<file path="src/rtl/booth_seq_pkg.sv">
// -----------------------------------------------------------------------------
// booth_seq_pkg
// Shared definitions for the Booth multiplier job sequencer:
//   - seq_state_e    : sequencer FSM states (IDLE, ISSUE, WAIT)
//   - DEFAULT_N      : default operand width
//   - DEFAULT_DEPTH  : default result FIFO depth
//   - ptr_width()    : FIFO pointer width for a given depth
// -----------------------------------------------------------------------------
package booth_seq_pkg;

  typedef enum logic [1:0] {
    ST_IDLE  = 2'd0,
    ST_ISSUE = 2'd1,
    ST_WAIT  = 2'd2
  } seq_state_e;

  localparam int DEFAULT_N     = 4;
  localparam int DEFAULT_DEPTH = 2;

  // A one-entry FIFO still needs a 1-bit pointer.
  function automatic int ptr_width(input int depth);
    return (depth > 1) ? $clog2(depth) : 1;
  endfunction

endpackage

</file>
<file path="src/rtl/booth_result_fifo.sv">
// -----------------------------------------------------------------------------
// booth_result_fifo
// Small result FIFO with a registered head output.
// Parameters: WIDTH (entry width), DEPTH (entries, power of two, >= 2).
// Ports:
//   i_clk, i_rst_n      clock, asynchronous active-low reset
//   i_push, i_wdata     write an entry (ignored when full)
//   i_pop               remove the head (ignored when empty)
//   o_full, o_empty     occupancy flags
//   o_head              current head entry; holds its last value when empty
// -----------------------------------------------------------------------------
module booth_result_fifo
  import booth_seq_pkg::*;
#(
  parameter int WIDTH = 2 * DEFAULT_N,
  parameter int DEPTH = DEFAULT_DEPTH
) (
  input  logic             i_clk,
  input  logic             i_rst_n,
  input  logic             i_push,
  input  logic [WIDTH-1:0] i_wdata,
  input  logic             i_pop,
  output logic             o_full,
  output logic             o_empty,
  output logic [WIDTH-1:0] o_head
);

  localparam int PW = ptr_width(DEPTH);

  logic [PW-1:0]    r_wr_ptr;
  logic [PW-1:0]    r_rd_ptr;
  logic [PW:0]      r_count;
  logic [WIDTH-1:0] r_mem [DEPTH];
  logic [WIDTH-1:0] r_head;

  logic             w_push;
  logic             w_pop;
  logic [PW-1:0]    w_rd_next;
  logic [PW:0]      w_count_next;
  logic [WIDTH-1:0] w_head_next;

  assign o_full  = (r_count == (PW + 1)'(DEPTH));
  assign o_empty = (r_count == '0);
  assign o_head  = r_head;

  assign w_push    = i_push && !o_full;
  assign w_pop     = i_pop && !o_empty;
  assign w_rd_next = w_pop ? r_rd_ptr + 1'b1 : r_rd_ptr;

  always_comb begin
    w_count_next = r_count;
    if (w_push && !w_pop) w_count_next = r_count + 1'b1;
    if (!w_push && w_pop) w_count_next = r_count - 1'b1;
  end

  // Head is registered. When the entry being written becomes the next head
  // (push into an empty FIFO, or push+pop with one entry) it is forwarded
  // directly, since the array slot is only written at this same edge.
  always_comb begin
    w_head_next = r_head;
    if (w_count_next != '0) begin
      if (w_push && (r_wr_ptr == w_rd_next)) w_head_next = i_wdata;
      else                                   w_head_next = r_mem[w_rd_next];
    end
  end

  genvar gi;
  generate
    for (gi = 0; gi < DEPTH; gi++) begin : g_slot
      always_ff @(posedge i_clk or negedge i_rst_n) begin
        if (!i_rst_n)                                  r_mem[gi] <= '0;
        else if (w_push && (r_wr_ptr == PW'(gi)))      r_mem[gi] <= i_wdata;
      end
    end
  endgenerate

  always_ff @(posedge i_clk or negedge i_rst_n) begin
    if (!i_rst_n) begin
      r_wr_ptr <= '0;
      r_rd_ptr <= '0;
      r_count  <= '0;
      r_head   <= '0;
    end else begin
      if (w_push) r_wr_ptr <= r_wr_ptr + 1'b1;
      r_rd_ptr <= w_rd_next;
      r_count  <= w_count_next;
      r_head   <= w_head_next;
    end
  end

endmodule

</file>
<file path="src/rtl/booth_mul_sequencer.sv">
// -----------------------------------------------------------------------------
// booth_mul_sequencer
// Issues signed operand pairs to an N-bit Booth multiplier core one job at a
// time and returns the products, in issue order, through a result FIFO.
// Optional watchdog: define BOOTH_SEQ_TIMEOUT_EN to abandon a job after
// TIMEOUT_CYCLES edges in WAIT without a qualified done.
// Parameters: N (operand width), DEPTH (FIFO depth), TIMEOUT_CYCLES.
// Ports:
//   i_clk, i_rst_n                  clock, asynchronous active-low reset
//   i_in_valid/o_in_ready           operand stream handshake
//   i_in_m, i_in_q                  multiplicand / multiplier
//   o_mul_start, o_mul_m, o_mul_q   start pulse and held operands to the core
//   i_mul_product, i_mul_done       core result and done
//   o_out_valid/i_out_ready         result stream handshake
//   o_out_product                   FIFO head
//   o_busy                          FSM not in IDLE
//   o_err_timeout                   one-cycle pulse when a job is abandoned
// -----------------------------------------------------------------------------
module booth_mul_sequencer
  import booth_seq_pkg::*;
#(
  parameter int N              = DEFAULT_N,
  parameter int DEPTH          = DEFAULT_DEPTH,
  parameter int TIMEOUT_CYCLES = 64
) (
  input  logic           i_clk,
  input  logic           i_rst_n,
  input  logic           i_in_valid,
  output logic           o_in_ready,
  input  logic [N-1:0]   i_in_m,
  input  logic [N-1:0]   i_in_q,
  output logic           o_mul_start,
  output logic [N-1:0]   o_mul_m,
  output logic [N-1:0]   o_mul_q,
  input  logic [2*N-1:0] i_mul_product,
  input  logic           i_mul_done,
  output logic           o_out_valid,
  input  logic           i_out_ready,
  output logic [2*N-1:0] o_out_product,
  output logic           o_busy,
  output logic           o_err_timeout
);

  localparam logic [1:0] S_IDLE  = ST_IDLE;
  localparam logic [1:0] S_ISSUE = ST_ISSUE;
  localparam logic [1:0] S_WAIT  = ST_WAIT;

  logic [1:0]   r_state;
  logic [N-1:0] r_mul_m;
  logic [N-1:0] r_mul_q;
  logic         r_armed;

  logic w_fifo_full;
  logic w_fifo_empty;
  logic w_accept;
  logic w_done_q;
  logic w_timeout;

  // A FIFO slot is reserved at accept, so a finished product always fits.
  assign o_in_ready  = (r_state == S_IDLE) && !w_fifo_full;
  assign w_accept    = i_in_valid && o_in_ready;
  // done only counts once it has been seen low in this job (armed).
  assign w_done_q    = (r_state == S_WAIT) && r_armed && i_mul_done;

  assign o_mul_start = (r_state == S_ISSUE);
  assign o_mul_m     = r_mul_m;
  assign o_mul_q     = r_mul_q;
  assign o_busy      = (r_state != S_IDLE);
  assign o_out_valid = !w_fifo_empty;

  always_ff @(posedge i_clk or negedge i_rst_n) begin
    if (!i_rst_n) begin
      r_state <= S_IDLE;
      r_mul_m <= '0;
      r_mul_q <= '0;
      r_armed <= 1'b0;
    end else begin
      case (r_state)
        S_IDLE: begin
          if (w_accept) begin
            r_mul_m <= i_in_m;
            r_mul_q <= i_in_q;
            r_state <= S_ISSUE;
          end
        end
        S_ISSUE: begin
          r_armed <= 1'b0;
          r_state <= S_WAIT;
        end
        S_WAIT: begin
          if (!i_mul_done) r_armed <= 1'b1;
          if (w_done_q || w_timeout) r_state <= S_IDLE;
        end
        default: r_state <= S_IDLE;
      endcase
    end
  end

`ifdef BOOTH_SEQ_TIMEOUT_EN
  localparam int TW = (TIMEOUT_CYCLES > 1) ? $clog2(TIMEOUT_CYCLES) : 1;

  logic [TW-1:0] r_timer;
  logic          r_err_timeout;

  // r_timer holds the number of WAIT edges already passed without done.
  assign w_timeout = (r_state == S_WAIT) && !w_done_q &&
                     (r_timer == TW'(TIMEOUT_CYCLES - 1));
  assign o_err_timeout = r_err_timeout;

  always_ff @(posedge i_clk or negedge i_rst_n) begin
    if (!i_rst_n) begin
      r_timer       <= '0;
      r_err_timeout <= 1'b0;
    end else begin
      r_err_timeout <= w_timeout;
      if (r_state == S_ISSUE)                       r_timer <= '0;
      else if (r_state == S_WAIT && !w_timeout)     r_timer <= r_timer + 1'b1;
    end
  end
`else
  assign w_timeout     = 1'b0;
  assign o_err_timeout = 1'b0;
`endif

  booth_result_fifo #(
    .WIDTH (2 * N),
    .DEPTH (DEPTH)
  ) u_fifo (
    .i_clk   (i_clk),
    .i_rst_n (i_rst_n),
    .i_push  (w_done_q),
    .i_wdata (i_mul_product),
    .i_pop   (i_out_ready),
    .o_full  (w_fifo_full),
    .o_empty (w_fifo_empty),
    .o_head  (o_out_product)
  );

endmodule

</file>
<file path="config.mk">
export PLATFORM = sky130hd
export DESIGN_NAME = booth_mul_sequencer
export DESIGN_NICKNAME = d
export VERILOG_FILES = /design/src/rtl/booth_seq_pkg.sv /design/src/rtl/booth_result_fifo.sv /design/src/rtl/booth_mul_sequencer.sv
export SDC_FILE = /design/constraint.sdc
export NUM_CORES = 1
export LEC_CHECK = 0
export CAP_MARGIN = 10
export CORE_ASPECT_RATIO = 0.5
export CORE_UTILIZATION = 51
export DETAILED_ROUTE_END_ITERATION = 10
export GPL_ROUTABILITY_DRIVEN = 0
export PLACE_DENSITY_LB_ADDON = 0.12
export SKIP_LAST_GASP = 1
export SLEW_MARGIN = 40
export SYNTH_ARGS = -nofsm -noshare
export SYNTH_HDL_FRONTEND = slang
export SYNTH_HIERARCHICAL = 1
export SYNTH_SLANG_ARGS = --single-unit
</file>
<file path="constraint.sdc">
create_clock -name i_clk -period 2.25 [get_ports i_clk]
set_input_delay 0.3375 -clock i_clk [delete_from_list [all_inputs] [get_ports i_clk]]
set_output_delay 0.3375 -clock i_clk [all_outputs]
set_load 0.02 [all_outputs]
</file>
# [After elaboration in Yosys (flattened, before gate mapping)]
# Index checks and enable logic that the tools add are counted.
[totals] register_bits=39 input_bits=21 out_inout_bits=21 elab_cells=59
[classes] add_sub_neg=4 magnitude_cmp=1 eq_ne=7 n_mux=12 bitwise_logic=2 n_reduce_logical=23
[ops] op="$mux 8" count=4
[ops] op="$logic_and 1x1->1" count=11
[ops] op="$mux 2" count=4
[ops] op="$pmux 2 s3" count=1
[ops] op="$reduce_and 2->1" count=3
[ops] op="$reduce_bool 2->1" count=3
[ops] op="$eq 2x2->1 const B" count=2
[ops] op="$logic_not 1->1" count=4
[ops] op="$logic_not 2->1" count=2
[ops] op="$ne 2x2->1 const B" count=2
[ops] op="$add 1x1->1 const B" count=2
[ops] op="$add 2x1->2 const B" count=1
[ops] op="$eq 2x1->1 const B" count=1
[ops] op="$ge 2x2->1 const B" count=1
[ops] op="$mux 1" count=2
[ops] op="$ne 2x1->1 const B" count=1
[ops] op="$not 1->2" count=1
[ops] op="$pmux 1 s2" count=1
[ops] op="$sub 2x1->2 const B" count=1
[ops] op="$eq 1x1->1" count=1
[ops] op="$not 1->1" count=1

# [Longest topological paths before layout]
# Gate-level depths: netlist of the first run.
[depth] word_depth=9 mapped_depth=9 mapped_depth_nobuf=8

# [Cells and area by module]
# The synthesis of the first run kept the hierarchy.
[by_module_without_submodules] module="booth_result_fifo" instances=1 cells_each=130 area_per_inst_um2=1545.2 seq_area_each_um2=700.7
[by_module_without_submodules] module="booth_mul_sequencer" instances=1 cells_each=35 area_per_inst_um2=508.0 seq_area_each_um2=275.3

# [Least setup slack after synthesis of the first run]
# No wires, ideal clock.
[synth_path] path_kind="register to register" startpoint="register r_state[1]" endpoint="register u_fifo.r_head[3] (netlist: u_fifo/o_head[3])" setup_time_ns=0.125 arrival_time_ns=1.819 required_ns=2.125 setup_slack_ns=0.306 stages_incl_launch_ff=10 path_buffers=2 synth_period_minus_slack_ns=1.944 cell_sequence="dfrtp_1 > and2b_2 > and3_1 > nor2b_4 > and2_1 > buf_2 > buf_6 > a31oi_1 > a32oi_1 > mux2_2"
[synth_between] elab_chain_len=8 word_cells_on_any_way=12 cone_classes="1 x eq/ne; 3 x mux; 8 x reduce/logical"
[synth_rtl] item="start: declaration" line_no="booth_mul_sequencer.sv:48" rtl="logic [1:0] r_state;"
[synth_rtl] item="start signal: assignment" line_no="booth_mul_sequencer.sv:73" rtl="r_state <= S_IDLE;"
[synth_rtl] item="start signal: assignment" line_no="booth_mul_sequencer.sv:83" rtl="r_state <= S_ISSUE;"
[synth_rtl] item="start signal: assignment" line_no="booth_mul_sequencer.sv:88" rtl="r_state <= S_WAIT;"
[synth_rtl] item="$eq 2x2->1 *" line_no="booth_mul_sequencer.sv:63" rtl="assign w_done_q = (r_state == S_WAIT) && r_armed && i_mul_done;"
[synth_rtl] item="$logic_and 1x1->1 * (2 in a row)" line_no="booth_mul_sequencer.sv:63"
[synth_rtl] item="named net w_done_q" line_no="booth_mul_sequencer.sv:56" rtl="logic w_done_q;"
[synth_rtl] item="$logic_and 1x1->1 *" line_no="booth_result_fifo.sv:46" rtl="assign w_push = i_push && !o_full;"
[synth_rtl] item="$logic_and 1x1->1 / $logic_not 1->1 (equally long branches)" line_no="booth_result_fifo.sv:52, booth_result_fifo.sv:53"
[synth_rtl] item="$mux 2 / $logic_and 1x1->1 (equally long branches)" line_no="booth_result_fifo.sv:52, booth_result_fifo.sv:53"
[synth_rtl] item="$mux 2" line_no="booth_result_fifo.sv:53" rtl="if (!w_push && w_pop) w_count_next = r_count - 1'b1;"
[synth_rtl] item="$reduce_bool 2->1" line_no="booth_result_fifo.sv:61" rtl="if (w_count_next != '0) begin"
[synth_rtl] item="end signal: assignment" line_no="booth_result_fifo.sv:87" rtl="r_head <= w_head_next;"
[synth_rtl] item="end: declaration" line_no="booth_result_fifo.sv:34" rtl="logic [WIDTH-1:0] r_head;"
# Mark *: on every way through the listed nets, which the timed path passes. The rest lies on a longest branch.
# A chain may end at the register's enable or synchronous reset.

# [Worst setup path in the final report of the first run]
[layout_path] startpoint="register r_state[1]" endpoint="register u_fifo.r_head[4] (netlist: u_fifo/o_head[4])"
# The elaborated chain is that of the path after synthesis.

==> impl_metrics.ini, run 1 <==
[status]
status = finished clean

[detailed_routing]
post-route-drc-count = 0
antenna_left = 0
viasPerCell = 5.40
vias = 1415
dr.pass1.iters = 4
wl_per_cell_um = 14.8
drt_iter0_drc = 59
drt-total-wl_mm = 3.88

[synth]
synth_area_per_cell_um2 = 12.4
yosysMostFrequentCell = dfrtp_1
synthMuxAreaShare_pct = 22.9
synth_cells = 165
ys_dominant_reg_cell = dfrtp_1
synth_top_family_by_area = multiplexers
netlist_area_mm2 = 0.00205
synth_common_cells = dfrtp_1 (39), mux2_2 (18), nand2_1 (11)
synth_cell_types = 36
synth_edf_count = 0
ys_async_sr_fraction_pct = 100
synthAdderAreaFrac_pct = 1.22
netlist.area_leader.share_pct = 47.5
synth_top_area_cell = dfrtp_1
ys_seq_elements = 39
ys_warn_count = 6
synth_xor_area_share_pct = 2.19
synth_compound_area_share_pct = 7.50
synth_fp_nets = 188
synth-simple-area-share_pct = 12.0
synthTopCellsByArea = dfrtp_1 (48%), mux2_2 (9.9%), mux2_4 (5.9%)
ys_seq_area_share_pct = 47.5

[die]
initial_core_util_pct = 56.4
row_count = 15
coreArea_mm2 = 0.00364
die_w_um = 91.7
die_area_mm2 = 0.00430
die_y_um = 46.9
ioPinCount = 42

[cts]
cts_root_buffer = clkbuf_8
ctsHtreeMaxLevel = 2
cts_buffer_depth = 2
numCtsBuffers = 5
holdBufCountCts = 0
cts.sinks = 39
clk_pin_slew_ns = 0.07
clkLatencyLatePin_ns = 0.29
cts_tree = done

[power_and_ir_drop]
p_sw_share_pct = 36.4
power_density_mw_per_mm2 = 1550
p_int_w = 0.00255
power_leakage_nw = 1.15
pwr-share-comb_pct = 52.6
ir_drop_uv = 1070
power_w = 0.00402
power_frac_clock_pct = 15.0
switchingPower_w = 0.00146
pwr-share-seq_pct = 32.4

[sta]
fin_skew_ns = 0.00265
fmaxAchievable_mhz = 488
hold_viol = 0
timing.hold.ws_ns = 0.00657
finalSetupViolCount = 0
tns_ns = 0
fin_crit_ns = 2.05
timing.final.crit_share_pct = 91.1
rsz0062_at_grt = no
drv_slew = 0
layout_setup_ws_ns = 0.201

[hold_path]
hold_class = in -> async

[global_route]
use_met2_pct = 34.9
grtUsageMet1_pct = 26.3
first_global_vias = 1405
grt_pass1_wl_mm = 6.56
grt-ovfl-total = 0
antenna_found_initial = 0
grt_busiest_layer = met2
grt_max_degree = 40
grtUsageTotal_pct = 20.6
use_met3_pct = 6.47

[critical_path]
cp_max_fo = 8
critPathBufInv = 1
slowest_stage = dfrtp_1
crit_path_start_kind = register
crit_chain = and2b_2 -> and3_1 -> nor2b_4 -> and2_1 -> buf_4 -> a31oi_1 -> a32oi_1 -> mux2_2
path_delay_family = simple AND/OR/NAND/NOR gates
slowest_delay_ns = 0.44
critPathCaptureType = register
worstPathRequired_ns = 2.43
cp.arrival_ns = 2.23
worstSetupPathType = reg -> reg

[cells_and_area]
num-nets-final = 233
insertedDiodeCount = 0
nFillCells = 266
area_growth_pct = 26.6
drive_gt1_share_pct = 25.1
utilization_pct = 71.4

[run]
max_cap_viol_count = 0

[place]
portBuffers = 40
dpl.hpwl_mm = 2.69
pre_cts_slack_ns = 0.0234
[worst register-to-register path, stage by stage (launching register included)]
cell and delay [ns]:
dfrtp_1 0.44, and2b_2 0.22, and3_1 0.19, nor2b_4 0.14, and2_1 0.20, buf_4 0.18, a31oi_1 0.18, a32oi_1 0.12
mux2_2 0.28
[cell families after synthesis]
family                     count (synthesis)
and+or+nand+nor                           42
muxes                                     40
DFF                                       39
AOI/OAI and AO/OA                         22
buffers and inverters                     16
xor gates and xnor gates                   3
adders and majority gates                  2
other                                      1
[placed cells by master, fill, tap and decap left out, drive strengths merged, types with 2 or more instances in the layout]
master         synthesis  routed
dfrtp                 39      39
clkdlybuf4s50          0      38
mux2                  31      31
nand2                 11      11
nand2b                 9       9
mux2i                  9       9
buf                    9       9
nand3                  8       8
a31oi                  7       7
a32oi                  7       7
clkbuf                 0       6
inv                    6       6
nor2                   5       5
o21ai                  4       4
xnor2                  3       3
and2b                  2       2
nor2b                  2       2
ha                     2       2
and2                   2       2
[sequential cells by signal, summed over array words and instances, names as in the netlist]
| signal | flops |
|---|---|
| o_mul_m | 4 |
| o_mul_q | 4 |
| r_armed | 1 |
| r_state | 2 |
| u_fifo/o_head | 8 |
| u_fifo/r_count | 2 |
| u_fifo/r_mem | 16 |
| u_fifo/r_rd_ptr | 1 |
| u_fifo/r_wr_ptr | 1 |
[path summary, 6_finish.rpt]
path | slack [ns] | end | from | depth (start not counted)
hold / removal | 0.007 | u_fifo/r_mem[11] | i_rst_n | 1
setup / recovery | 0.20 | u_fifo/o_head[4] | r_state[1] | 8
min in group i_clk | 0.49 | u_fifo/r_mem[5] | u_fifo/r_mem[5] | 1
max in group asynchronous | 1.91 | u_fifo/r_mem[13] | i_rst_n | 1
hold reg to reg | 0.49 | u_fifo/r_mem[5] | u_fifo/r_mem[5] | 1
setup reg to reg | 0.20 | u_fifo/o_head[4] | r_state[1] | 8
[layout make-up]
| cell class | count | area, µm² | area share, % |
|---|---|---|---|
| Clock inverter | 2 | 35.0 | 1.35 |
| Inverter | 6 | 25.0 | 0.963 |
| Tap cell | 51 | 63.8 | 2.46 |
| Sequential cell | 39 | 976 | 37.6 |
| Timing Repair Buffer | 48 | 473 | 18.2 |
| Multi-Input combinational cell | 110 | 943 | 36.3 |
| Clock buffer | 6 | 82.6 | 3.18 |
[power by group through the flow]
stage	sequential [W]	clock (W)	combinational, W
after floorplan	0.00140	0	0.00143
after global placement	0.00130	0	0.00207
after detailed placement	0.00131	0	0.00212
after CTS	0.00130	0.000627	0.00213
after global routing	0.00135	0.000651	0.00228
final	0.00130	0.000603	0.00212
[routing by layer]
layer	routed length (µm)	vias up	share of wire, %
li1	-	675	-
met1	1870	687	48
met2	1750	49	45
met3	238	4	6.1
met4	24	0	0.62
met5	0	-	0
[through the flow]
| step | std cells | instance area (µm²) |
|---|---|---|
| 5_1_grt | 262 | 2600 |
| 3_5_place_dp | 254 | 2480 |
| 3_3_place_gp | 254 | 2480 |
| 4_1_cts | 262 | 2600 |
| 6_report | 262 | 2600 |
| 2_1_floorplan | 165 | 2050 |
[what timing repair did]
action	in CTS	in global routing
resized for setup	0	1
setup endpoints to repair	0	1
buffers inserted	0	0
Note: power is estimated with default switching activity, not from simulation.
==> inputs of run 2 (changes only) <==
Settings changed: CTS_CLUSTER_DIAMETER set to 200.
==> results of run 2 <==
The final DEF is identical to that of run 1; final timing and power are the same.
